===== src/rtl/cram_sched_pkg.sv =====
// cram_sched_pkg: shared types for the cart RAM access scheduler.
// Requester ids, read-return tag layout and default parameters.
package cram_sched_pkg;

    typedef enum logic [1:0] {
        REQ_CPU = 2'd0,
        REQ_SS  = 2'd1,
        REQ_BK  = 2'd2
    } req_id_e;

    typedef struct packed {
        logic    valid;
        req_id_e id;
    } rd_tag_t;

    localparam int DEF_AW         = 17;
    localparam int DEF_RD_LAT     = 1;
    localparam int DEF_STARVE_MAX = 64;

    localparam rd_tag_t TAG_NONE = '{valid: 1'b0, id: REQ_CPU};

    function automatic rd_tag_t mk_tag(input logic v, input req_id_e id);
        rd_tag_t t;
        t.valid = v;
        t.id    = id;
        return t;
    endfunction

endpackage


===== src/rtl/cram_rd_return.sv =====
// cram_rd_return: tag shift pipeline matching the RAM read latency.
// Routes returning bytes to the requester that issued the read.
module cram_rd_return
    import cram_sched_pkg::*;
#(
    parameter int RD_LAT = DEF_RD_LAT
) (
    input  logic       clk_sys,
    input  logic       reset_n,
    input  rd_tag_t    push_tag,
    input  logic [7:0] ram_rdata,
    output logic       cpu_rvalid,
    output logic [7:0] cpu_rdata,
    output logic       ss_rvalid,
    output logic [7:0] ss_rdata,
    output logic       bk_rvalid,
    output logic [7:0] bk_rdata
);

    rd_tag_t    tag_q [RD_LAT];
    rd_tag_t    tag_d [RD_LAT];
    rd_tag_t    exit_tag;
    logic [2:0] rvalid_q;
    logic [2:0] rvalid_d;
    logic [7:0] cpu_rdata_q;
    logic [7:0] cpu_rdata_d;
    logic [7:0] ss_rdata_q;
    logic [7:0] ss_rdata_d;
    logic [7:0] bk_rdata_q;
    logic [7:0] bk_rdata_d;

    // Advance tags one stage per cycle; a new read enters stage 0.
    always_comb begin
        tag_d[0] = push_tag;
        for (int i = 1; i < RD_LAT; i++) begin
            tag_d[i] = tag_q[i-1];
        end
    end

    assign exit_tag = tag_q[RD_LAT-1];

    // Capture the byte for the exiting tag's owner; rvalid follows a cycle later.
    always_comb begin
        rvalid_d    = 3'b000;
        cpu_rdata_d = cpu_rdata_q;
        ss_rdata_d  = ss_rdata_q;
        bk_rdata_d  = bk_rdata_q;
        if (exit_tag.valid) begin
            unique case (exit_tag.id)
                REQ_CPU: begin
                    rvalid_d[0] = 1'b1;
                    cpu_rdata_d = ram_rdata;
                end
                REQ_SS: begin
                    rvalid_d[1] = 1'b1;
                    ss_rdata_d  = ram_rdata;
                end
                REQ_BK: begin
                    rvalid_d[2] = 1'b1;
                    bk_rdata_d  = ram_rdata;
                end
                default: ;
            endcase
        end
    end

    // Pipeline and return registers; reset drops any read in flight.
    always_ff @(posedge clk_sys) begin
        if (!reset_n) begin
            for (int i = 0; i < RD_LAT; i++) begin
                tag_q[i] <= TAG_NONE;
            end
            rvalid_q    <= 3'b000;
            cpu_rdata_q <= 8'h00;
            ss_rdata_q  <= 8'h00;
            bk_rdata_q  <= 8'h00;
        end else begin
            for (int i = 0; i < RD_LAT; i++) begin
                tag_q[i] <= tag_d[i];
            end
            rvalid_q    <= rvalid_d;
            cpu_rdata_q <= cpu_rdata_d;
            ss_rdata_q  <= ss_rdata_d;
            bk_rdata_q  <= bk_rdata_d;
        end
    end

    assign cpu_rvalid = rvalid_q[0];
    assign ss_rvalid  = rvalid_q[1];
    assign bk_rvalid  = rvalid_q[2];
    assign cpu_rdata  = cpu_rdata_q;
    assign ss_rdata   = ss_rdata_q;
    assign bk_rdata   = bk_rdata_q;

endmodule


===== src/rtl/cram_access_sched.sv =====
// cram_access_sched: fixed-priority cart RAM arbiter with backup starvation guard.
// Optional per-requester grant statistics under CRAM_SCHED_STATS_EN.
module cram_access_sched
    import cram_sched_pkg::*;
#(
    parameter int AW         = DEF_AW,
    parameter int RD_LAT     = DEF_RD_LAT,
    parameter int STARVE_MAX = DEF_STARVE_MAX
) (
    input  logic          clk_sys,
    input  logic          reset_n,
    input  logic          sleep_savestate,
    input  logic          cpu_req,
    input  logic          cpu_we,
    input  logic [AW-1:0] cpu_addr,
    input  logic [7:0]    cpu_wdata,
    output logic          cpu_ack,
    output logic          cpu_rvalid,
    output logic [7:0]    cpu_rdata,
    input  logic          ss_req,
    input  logic          ss_we,
    input  logic [AW-1:0] ss_addr,
    input  logic [7:0]    ss_wdata,
    output logic          ss_ack,
    output logic          ss_rvalid,
    output logic [7:0]    ss_rdata,
    input  logic          bk_req,
    input  logic          bk_we,
    input  logic [AW-1:0] bk_addr,
    input  logic [7:0]    bk_wdata,
    output logic          bk_ack,
    output logic          bk_rvalid,
    output logic [7:0]    bk_rdata,
    output logic [AW-1:0] ram_addr,
    output logic          ram_we,
    output logic [7:0]    ram_wdata,
    input  logic [7:0]    ram_rdata
`ifdef CRAM_SCHED_STATS_EN
    ,
    output logic [2:0][15:0] stat_grants,
    output logic [15:0]      stat_forced
`endif
);

    localparam logic [7:0] SMAX = STARVE_MAX[7:0];

    logic          cpu_elig;
    logic          ss_elig;
    logic          forced_bk;
    logic [2:0]    gnt;
    req_id_e       gnt_id;
    logic          sel_we;
    rd_tag_t       push_tag;
    logic [7:0]    starve_q;
    logic [7:0]    starve_d;
    logic [AW-1:0] ram_addr_q;
    logic [AW-1:0] ram_addr_d;
    logic [7:0]    ram_wdata_q;
    logic [7:0]    ram_wdata_d;

    assign cpu_elig  = cpu_req & ~sleep_savestate;
    assign ss_elig   = ss_req & sleep_savestate;
    assign forced_bk = bk_req & (starve_q == SMAX);

    // Pick at most one requester: forced backup, then cpu, ss, backup.
    always_comb begin
        gnt    = 3'b000;
        gnt_id = REQ_CPU;
        if (!reset_n) begin
            gnt = 3'b000;
        end else if (forced_bk) begin
            gnt[REQ_BK] = 1'b1;
            gnt_id      = REQ_BK;
        end else if (cpu_elig) begin
            gnt[REQ_CPU] = 1'b1;
            gnt_id       = REQ_CPU;
        end else if (ss_elig) begin
            gnt[REQ_SS] = 1'b1;
            gnt_id      = REQ_SS;
        end else if (bk_req) begin
            gnt[REQ_BK] = 1'b1;
            gnt_id      = REQ_BK;
        end
    end

    assign cpu_ack = gnt[REQ_CPU];
    assign ss_ack  = gnt[REQ_SS];
    assign bk_ack  = gnt[REQ_BK];

    // Steer the granted request onto the RAM; idle keeps the last address.
    always_comb begin
        ram_addr_d  = ram_addr_q;
        ram_wdata_d = ram_wdata_q;
        sel_we      = 1'b0;
        unique case (1'b1)
            gnt[REQ_CPU]: begin
                ram_addr_d  = cpu_addr;
                ram_wdata_d = cpu_wdata;
                sel_we      = cpu_we;
            end
            gnt[REQ_SS]: begin
                ram_addr_d  = ss_addr;
                ram_wdata_d = ss_wdata;
                sel_we      = ss_we;
            end
            gnt[REQ_BK]: begin
                ram_addr_d  = bk_addr;
                ram_wdata_d = bk_wdata;
                sel_we      = bk_we;
            end
            default: ;
        endcase
    end

    assign ram_addr  = ram_addr_d;
    assign ram_wdata = ram_wdata_d;
    assign ram_we    = sel_we;
    assign push_tag  = mk_tag((|gnt) & ~sel_we, gnt_id);

    // Count cycles a backup request waits, saturating at the force threshold.
    always_comb begin
        if (!bk_req || gnt[REQ_BK]) begin
            starve_d = 8'h00;
        end else if (starve_q != SMAX) begin
            starve_d = starve_q + 8'd1;
        end else begin
            starve_d = starve_q;
        end
    end

    // Arbiter state registers.
    always_ff @(posedge clk_sys) begin
        if (!reset_n) begin
            starve_q    <= 8'h00;
            ram_addr_q  <= '0;
            ram_wdata_q <= 8'h00;
        end else begin
            starve_q    <= starve_d;
            ram_addr_q  <= ram_addr_d;
            ram_wdata_q <= ram_wdata_d;
        end
    end

    cram_rd_return #(
        .RD_LAT (RD_LAT)
    ) u_rd_return (
        .clk_sys    (clk_sys),
        .reset_n    (reset_n),
        .push_tag   (push_tag),
        .ram_rdata  (ram_rdata),
        .cpu_rvalid (cpu_rvalid),
        .cpu_rdata  (cpu_rdata),
        .ss_rvalid  (ss_rvalid),
        .ss_rdata   (ss_rdata),
        .bk_rvalid  (bk_rvalid),
        .bk_rdata   (bk_rdata)
    );

`ifdef CRAM_SCHED_STATS_EN
    logic [2:0][15:0] stat_grants_q;
    logic [2:0][15:0] stat_grants_d;
    logic [15:0]      stat_forced_q;
    logic [15:0]      stat_forced_d;

    // Saturating grant counters per requester plus forced-backup count.
    always_comb begin
        stat_grants_d = stat_grants_q;
        stat_forced_d = stat_forced_q;
        for (int i = 0; i < 3; i++) begin
            if (gnt[i] && stat_grants_q[i] != 16'hFFFF) begin
                stat_grants_d[i] = stat_grants_q[i] + 16'd1;
            end
        end
        if (forced_bk && gnt[REQ_BK] && stat_forced_q != 16'hFFFF) begin
            stat_forced_d = stat_forced_q + 16'd1;
        end
    end

    // Statistics registers.
    always_ff @(posedge clk_sys) begin
        if (!reset_n) begin
            stat_grants_q <= '0;
            stat_forced_q <= 16'h0000;
        end else begin
            stat_grants_q <= stat_grants_d;
            stat_forced_q <= stat_forced_d;
        end
    end

    assign stat_grants = stat_grants_q;
    assign stat_forced = stat_forced_q;
`endif

endmodule

===== config.mk =====
export PLATFORM = sky130hd
export DESIGN_NAME = cram_access_sched
export DESIGN_NICKNAME = d
export VERILOG_FILES = /design/src/rtl/cram_sched_pkg.sv /design/src/rtl/cram_rd_return.sv /design/src/rtl/cram_access_sched.sv
export SDC_FILE = /design/constraint.sdc
export NUM_CORES = 1
export LEC_CHECK = 0
export ABC_AREA = 1
export ABC_CLOCK_PERIOD_IN_PS = 2800
export CAP_MARGIN = 10
export CORE_MARGIN = 8
export CORE_UTILIZATION = 45
export CTS_CLUSTER_SIZE = 40
export DETAILED_ROUTE_END_ITERATION = 8
export GPL_ROUTABILITY_DRIVEN = 0
export GPL_TIMING_DRIVEN = 0
export PLACE_DENSITY = 0.93
export SLEW_MARGIN = 20
export SYNTH_ARGS = -nofsm -noshare
export SYNTH_HDL_FRONTEND = slang
export SYNTH_SLANG_ARGS = --single-unit
export TNS_END_PERCENT = 50

===== constraint.sdc =====
create_clock -name clk_sys -period 2.8 [get_ports clk_sys]
set_input_delay 0.28 -clock clk_sys [delete_from_list [all_inputs] [get_ports clk_sys]]
set_output_delay 0.28 -clock clk_sys [all_outputs]
set_load 0.02 [all_outputs]

==> impl_metrics.csv, run 1 <==
group,metric,value,unit
outcome,outcome,"complete, no violations",
synthesis,number_of_nets_in_the_synthesized_netlist,552,
route,ant_nets,0,
worst_setup_path,critPathTopFamily,"buffers and inverters",
worst_setup_path,crit_path_cell_trace,"inv_1, ha_1, nand3_1, nor2_4, nand2_4, nand2_4, nand2_2, buf_6, buf_6, nand3_2, nand3_2, dlygate4sd2_1",
finish,fillers,577,
route,drt_pass1_iterations,4,
synthesis,mappedNetlistArea,0.003213,mm²
worst_setup_path,cp_max_fo,10,
global_route,grt_util_all_layers,0.2106,
timing,min_period_over_period,0.9514,
synthesis,yosys_warnings,0,
clock_tree,clockRootBuffer,"sky130_fd_sc_hd__clkbuf_8",
finish,design_area,0.004975,mm²
clock_tree,insertion_delay,0.34,ns
synthesis,syn_inst,458,
clock_tree,numClockSinks,63,
hold_path,hold_path.class,"input port to register",
floorplan,die_h,100.5,µm
finish,post_route_cells_drive_above_1_share,0.1002,
worst_setup_path,worst_path_largest_cell_delay,0.40,ns
finish,utilization,0.7009,
timing,min_period,2.664,ns
synthesis,synth_cell_type_count,25,
clock_tree,cts-buffers-inserted,9,
pwr,finalPower,2.242,mW
worst_setup_path,crit_path_start,"starve_q[0]",
pwr,max_vdd_drop,0.0002180,V
timing,unrepaired_setup_endpoints_after_global_routing,"false",
floorplan,pin_count,148,
route,detailroute.via_count,3625,
timing,number_of_endpoints_with_negative_hold_slack_in_the_final_report,0,
worst_setup_path,path_buf_inv,4,
timing,finalClockSkew,0.008359,ns
synthesis,async_set_or_reset_register_ratio_after_synthesis,0,
worst_setup_path,r2r_slack,0.89,ns
clock_tree,worst_setup_hold_path_clk_slew,0.06,ns
placed_design,dp_slack,0.01014,ns
worst_setup_path,end_kind,"output pin",
clock_tree,cts.path.max_buffers,2,
synthesis,dominantRegCellSynth,"sky130_fd_sc_hd__dfxtp_1",
timing,setup_tns_final,0,ns
route,drcViolationCount,0,
timing,maxSlewHeadroom,0.6551,
clock_tree,post-cts-setup-buffers,0,
pwr,power_leakage,2.415,nW
floorplan,initial_utilization,0.4527,
route,routed_wl,10.58,mm
synthesis,post_synth_most_frequent_cells,"sky130_fd_sc_hd__nand3_1 (121), sky130_fd_sc_hd__nand2_1 (70), sky130_fd_sc_hd__inv_1 (68)",
floorplan,die_span_in_x,100.5,µm
global_route,pin_count_of_the_biggest_net_entering_global_routing,11,
flow_run,max_cap_violations,0,
floorplan,die-area,0.01010,mm²
worst_setup_path,worst_ep_arrival_time,2.38,ns
placed_design,placement.cell_area,0.004798,mm²
timing,layout_setup_ws,0.1361,ns
clock_tree,h_tree_levels,3,
timing,report.final.setup_viol,0,
global_route,first_pass_grt_wire_length,16.82,mm
route,viasPerCell,5.049,
clock_tree,cts_tree,"done",
worst_setup_path,setup.worst_path.class,"register to output pin",
route,initialDrtViolationCount,127,
global_route,grt_antenna_before_repair,0,
worst_setup_path,crit-reg2reg-capture,"ram_addr_q[8]",
synthesis,post-synth-top-area-cell,"sky130_fd_sc_hd__dfxtp_1",
synthesis,synth.top_cells.by_area,"sky130_fd_sc_hd__dfxtp_1 (39%), sky130_fd_sc_hd__nand3_1 (19%), sky130_fd_sc_hd__nand2_1 (8.2%), sky130_fd_sc_hd__inv_1 (7.9%), sky130_fd_sc_hd__nand3_2 (6.5%)",
finish,flow.area_growth_from_synthesis,54.83,%
worst_setup_path,required_time_at_the_endpoint_of_the_critical_path,2.52,ns
global_route,first_global_vias,3790,
worst_setup_path,regToRegStartpoint,"starve_q[0]",
timing,timing_worst_slew_pin_value,0.5173,ns
synthesis,netlist.area_leader.share,0.3925,
worst_setup_path,timing.reg2reg.worst_path_depth,13,
pwr,cell_area_power_density,450.6,mW/mm²
floorplan,row_count,31,
global_route,grt-ovfl-total,0,
timing,drv_slew,0,
finish,diodes,0,
placed_design,number_of_port_buffers,146,
finish,fin_nets,709,
floorplan,core_region_area,0.007098,mm²
timing,max_freq,0.3754,GHz
worst_setup_path,worst_setup_path_endpoint,"ram_addr[2]",
synthesis,synth_edf_count,0,
worst_setup_path,critPathLaunchType,"register",
route,drt-wirelength-per-cell,14.74,µm
synthesis,portion_of_the_post_synthesis_area_used_by_sequential_elements,0.3925,
worst_setup_path,cp_num_cells,12,
synthesis,postSynthRegisterBits,63,
synthesis,synthMostInstantiatedCell,"sky130_fd_sc_hd__nand3_1",
placed_design,dp.final_hpwl,8.537,mm
worst_setup_path,critical-path-slowest-cell,"sky130_fd_sc_hd__dfxtp_1",
synthesis,postSynthAreaPerCell,7.015,µm²
-- layout make-up --
cell class | instances | area, µm² | share of cell area
buffer | 27 | 150.1 | 0.03018
clock inverter | 3 | 17.52 | 0.003521
timing repair buffer | 146 | 1449 | 0.2912
clock buffer | 12 | 165.2 | 0.03320
inverter | 71 | 266.5 | 0.05357
multi-input combinational | 297 | 1541 | 0.3099
sequential | 63 | 1261 | 0.2535
tap | 99 | 123.9 | 0.02490
-- kinds of logic (layout without fill, tap and decap cells) --
kind of cell / after synthesis / count (layout) / synth area share
adder cells (fa/ha/maj): 2 / 2 / 0.007787
AND/OR/NAND/NOR: 255 / 255 / 0.4026
AO/OA/AOI/OAI: 35 / 35 / 0.05568
flip-flops: 63 / 63 / 0.3925
buffers and inverters: 98 / 259 / 0.1277
XOR/XNOR: 5 / 5 / 0.01363
-- metal layers --
metal | share of wire | GRT usage | wire [µm] | vias to the layer above
met3 | 0.097 | 0.07804 | 1029 | 27
met1 | 0.39 | 0.2095 | 4100 | 1644
met5 | 0 | 0 | 0 | -
met2 | 0.48 | 0.3733 | 5128 | 163
met4 | 0.031 | 0.1128 | 325 | 0
li1 | - | - | - | 1791
-- through the flow --
stage / hold WS, ns / cells
5_1_grt: 0.4012 / 718
3_5_place_dp: 0.4389 / 703
6_report: 0.3784 / 718
4_1_cts: 0.3783 / 718
3_3_place_gp: 0.4313 / 703
2_1_floorplan: 0.4149 / 458
-- state kept, by name (all words and copies together) (netlist names) --
| signal | count |
|---|---|
| starve_q | 8 |
| ram_addr_q | 17 |
| ram_wdata_q | 8 |
| u_rd_return.rvalid_q | 3 |
| u_rd_return.bk_rdata | 8 |
| u_rd_return.tag_q | 3 |
| u_rd_return.cpu_rdata | 8 |
| u_rd_return.ss_rdata | 8 |
-- power breakdown --
part	switching [mW]	internal (mW)	total (mW)
clock	0.336	0.385	0.721
combinational	0.291	0.263	0.554
sequential	0.0210	0.945	0.966
total	0.648	1.59	2.24
-- worst min-delay path by stage --
stage	start	slack, ns	to	cells past startpoint
2_1_floorplan	ram_rdata[0]	0.41	u_rd_return.cpu_rdata[0]	2
3_3_place_gp	u_rd_return.bk_rdata[3]	0.43	u_rd_return.bk_rdata[3]	2
3_5_place_dp	u_rd_return.bk_rdata[4]	0.44	u_rd_return.bk_rdata[4]	2
4_1_cts	reset_n	0.38	u_rd_return.ss_rdata[4]	3
5_1_grt	reset_n	0.40	u_rd_return.ss_rdata[4]	3
6_report	reset_n	0.38	u_rd_return.ss_rdata[4]	3
-- repair_timing --
action	CTS	global route
setup endpoints to repair	26	6
hold buffers	0	0
cloned	0	0
gates resized for setup	24	6
-- worst min-delay path, cell delays in order --
cell,delay [ns]
sky130_fd_sc_hd__buf_2,0.15
sky130_fd_sc_hd__inv_2,0.17
sky130_fd_sc_hd__a21oi_1,0.07
-- cells in the final DEF, fill, tap and decap left out, drive strengths merged --
cell type      Yosys  final
clkbuf             9     21
clkinv             1      3
nand3            142    142
dlymetal6s2s       0      6
nor3               3      3
nand4              1      1
nor3b              2      2
dlygate4sd2        0     22
dfxtp             63     63
xor2               4      4
a21oi             17     17
ha                 2      2
o21ai             18     18
nand2             73     73
nor2              34     34
clkdlybuf4s50      0    118
xnor2              1      1
buf               18     18
inv               70     70
clkinvlp           0      1
No activity file was read; power rests on OpenSTA's default activity.
==> inputs of run 2 (changes only) <==
Settings changed: ABC_CLOCK_PERIOD_IN_PS 2800 to 3000, CORE_UTILIZATION 45 to 42, PLACE_DENSITY 0.93 to 0.88.
Clock period 2.8 ns to 3 ns, I/O delays scaled along.
==> impl_metrics.csv, run 2 (synthesis results as in run 1) <==
group,metric,value,unit
finish,final-instance-count-excl-fill,722,
floorplan,initial_utilization,0.4246,
pwr,share_comb_of_total_power,0.250,
route,detailroute.via_count,3689,
finish,largest_register_ff_count,17,
pwr,sw_frac_of_total,0.2800,
pwr,clock_power_share,0.331,
route,viasPerCell,5.109,
route,drt-wirelength-per-cell,14.97,µm
finish,fillers,595,
worst_setup_path,setup.worst_path.class,"register to output pin",
worst_setup_path,critPathLaunchType,"register",
worst_setup_path,cp_common_cell,"sky130_fd_sc_hd__nand3_1",
placed_design,dp_slack,0.2065,ns
clock_tree,clockRootBuffer,"sky130_fd_sc_hd__clkbuf_8",
finish,largest_register,"ram_addr_q",
route,routed_wl,10.81,mm
clock_tree,cts_tree,"done",
pwr,p_sw,0.6032,mW
hold_path,hold_start,"reset_n",
floorplan,pin_count,148,
worst_setup_path,worst_path_largest_cell_delay,0.62,ns
pwr,cell_area_power_density,426.4,mW/mm²
pwr,share_seq_of_total_power,0.419,
route,ant_nets,0,
timing,layout_setup_ws,0.1505,ns
clock_tree,worst_setup_hold_path_clk_slew,0.07,ns
finish,most-common-layout-cells,"sky130_fd_sc_hd__clkdlybuf4s50_1 (125), sky130_fd_sc_hd__nand3_1 (121), sky130_fd_sc_hd__nand2_1 (70)",
worst_setup_path,regToRegStartpoint,"starve_q[0]",
route,drt_pass1_iterations,5,
clock_tree,h_tree_levels,3,
flow_run,max_cap_violations,0,
global_route,first_global_vias,3742,
finish,diodes,0,
finish,post_route_cells_drive_above_1_share,0.09839,
timing,timing_worst_slew_pin_value,0.5292,ns
floorplan,row_count,32,
worst_setup_path,worst_ep_arrival_time,2.55,ns
worst_setup_path,crit_path_cell_trace,"inv_1, ha_1, nand3_1, nor2_4, nand2_4, buf_2, nand3_1, nand2_1, inv_1, nand3_1, clkdlybuf4s50_1",
pwr,power_leakage,2.557,nW
floorplan,core_region_area,0.007567,mm²
floorplan,die-area,0.01071,mm²
clock_tree,cts.path.max_buffers,2,
global_route,grt_antenna_before_repair,0,
worst_setup_path,cp_max_fo,10,
placed_design,dp.cells,706,
worst_setup_path,required_time_at_the_endpoint_of_the_critical_path,2.70,ns
timing,maxSlewHeadroom,0.6472,
worst_setup_path,end_kind,"output pin",
clock_tree,insertion_delay,0.33,ns
finish,flow.area_growth_from_synthesis,57.20,%
route,initialDrtViolationCount,209,
clock_tree,postCtsHoldBufs,0,
timing,report.final.setup_viol,0,
timing,min_period_over_period,0.9498,
global_route,grt_util_all_layers,0.2052,
finish,fin_nets,709,
placed_design,number_of_port_buffers,146,
pwr,max_vdd_drop,0.0002121,V
global_route,first_pass_grt_wire_length,17.07,mm
floorplan,die_h,103.5,µm
worst_setup_path,crit_path_start,"starve_q[0]",
timing,finalClockSkew,0.005348,ns
worst_setup_path,critical-path-slowest-cell,"sky130_fd_sc_hd__clkdlybuf4s50_1",
floorplan,die_span_in_x,103.5,µm
hold_path,hold_path.class,"input port to register",
finish,layout_commonest_cell,"sky130_fd_sc_hd__clkdlybuf4s50_1",
timing,drv_slew,0,
timing,min_period,2.850,ns
timing,max_freq,0.3509,GHz
global_route,pin_count_of_the_biggest_net_entering_global_routing,11,
timing,holdWs,0.4152,ns
global_route,grt-ovfl-total,0,
outcome,outcome,"complete, no violations",
clock_tree,numClockSinks,63,
pwr,power.internal,1.551,mW
clock_tree,cts-buffers-inserted,9,
timing,number_of_endpoints_with_negative_hold_slack_in_the_final_report,0,
route,drcViolationCount,0,
placed_design,dp.final_hpwl,8.563,mm
==> run 2: cell types whose count changed in the layout (fill, tap and decap cells not counted), sizes merged <==
cell	change
clkbuf	+1
buf	-1
dlygate4sd2	-22
clkinvlp	-1
dlymetal6s2s	+15
clkinv	+1
clkdlybuf4s50	+7
bufinv	+1
==> run 2: power by group through the flow <==
stage / clock [mW] / sequential, mW / combinational [mW]
5_1_grt: 0.757 / 0.906 / 0.582
2_1_floorplan: 0 / 0.938 / 0.231
3_5_place_dp: 0 / 0.921 / 0.543
6_report: 0.714 / 0.903 / 0.537
4_1_cts: 0.727 / 0.902 / 0.546
3_3_place_gp: 0 / 0.919 / 0.533
==> run 2: through the flow <==
stage          power, mW  instance area [µm²]   TNS (ns)  utilization
2_1_floorplan      1.168                 3213          0            -
3_3_place_gp       1.451                 4802          0       0.6346
3_5_place_dp       1.463                 4802          0       0.6346
4_1_cts            2.175                 4992          0       0.6597
5_1_grt            2.245                 5051  -0.002621       0.6675
6_report           2.154                 5051          0       0.6675
==> run 2: worst paths after layout <==
kind | slack (ns) | to | depth (start not counted)
min reg2reg | 0.44 | u_rd_return.bk_rdata[0] | 2
min | 0.42 | u_rd_return.ss_rdata[4] | 3
max | 0.15 | ram_wdata[7] | 11
max reg2reg | 1.10 | ram_addr_q[13] | 13
==> run 2: layout make-up <==
type	count	area, µm²	share of cell area
inverters	71	266.5	0.05276
plain buffers	27	150.1	0.02973
repair buffers	146	1514	0.2997
flip-flops and latches	63	1261	0.2497
well taps	102	127.6	0.02527
clock buffers	12	145.1	0.02873
multi-input cells	297	1541	0.3052
clock inverters	4	45.04	0.008918
==> run 2: critical path, delay by kind of cell, from the launching register on <==
family / cells / cell delay (ns)
DFF: 1 / 0.40
adders and majority gates: 1 / 0.20
buffers and inverters: 4 / 0.98
and+or+nand+nor: 6 / 0.63
==> run 2: repair_timing <==
item                       4_1_cts  5_1_grt
setup endpoints to repair        0       21
setup buffers                    0        0
resized for setup                0       23
==> run 2: per-layer routing <==
| layer | routed length [µm] | vias to the layer above | part of all wire | global-route usage |
|---|---|---|---|---|
| met5 | 0 | - | 0 | 0 |
| met4 | 374 | 0 | 0.035 | 0.1157 |
| met3 | 1266 | 33 | 0.12 | 0.07898 |
| met2 | 5175 | 182 | 0.48 | 0.3457 |
| met1 | 3994 | 1688 | 0.37 | 0.2151 |
| li1 | - | 1786 | - | - |
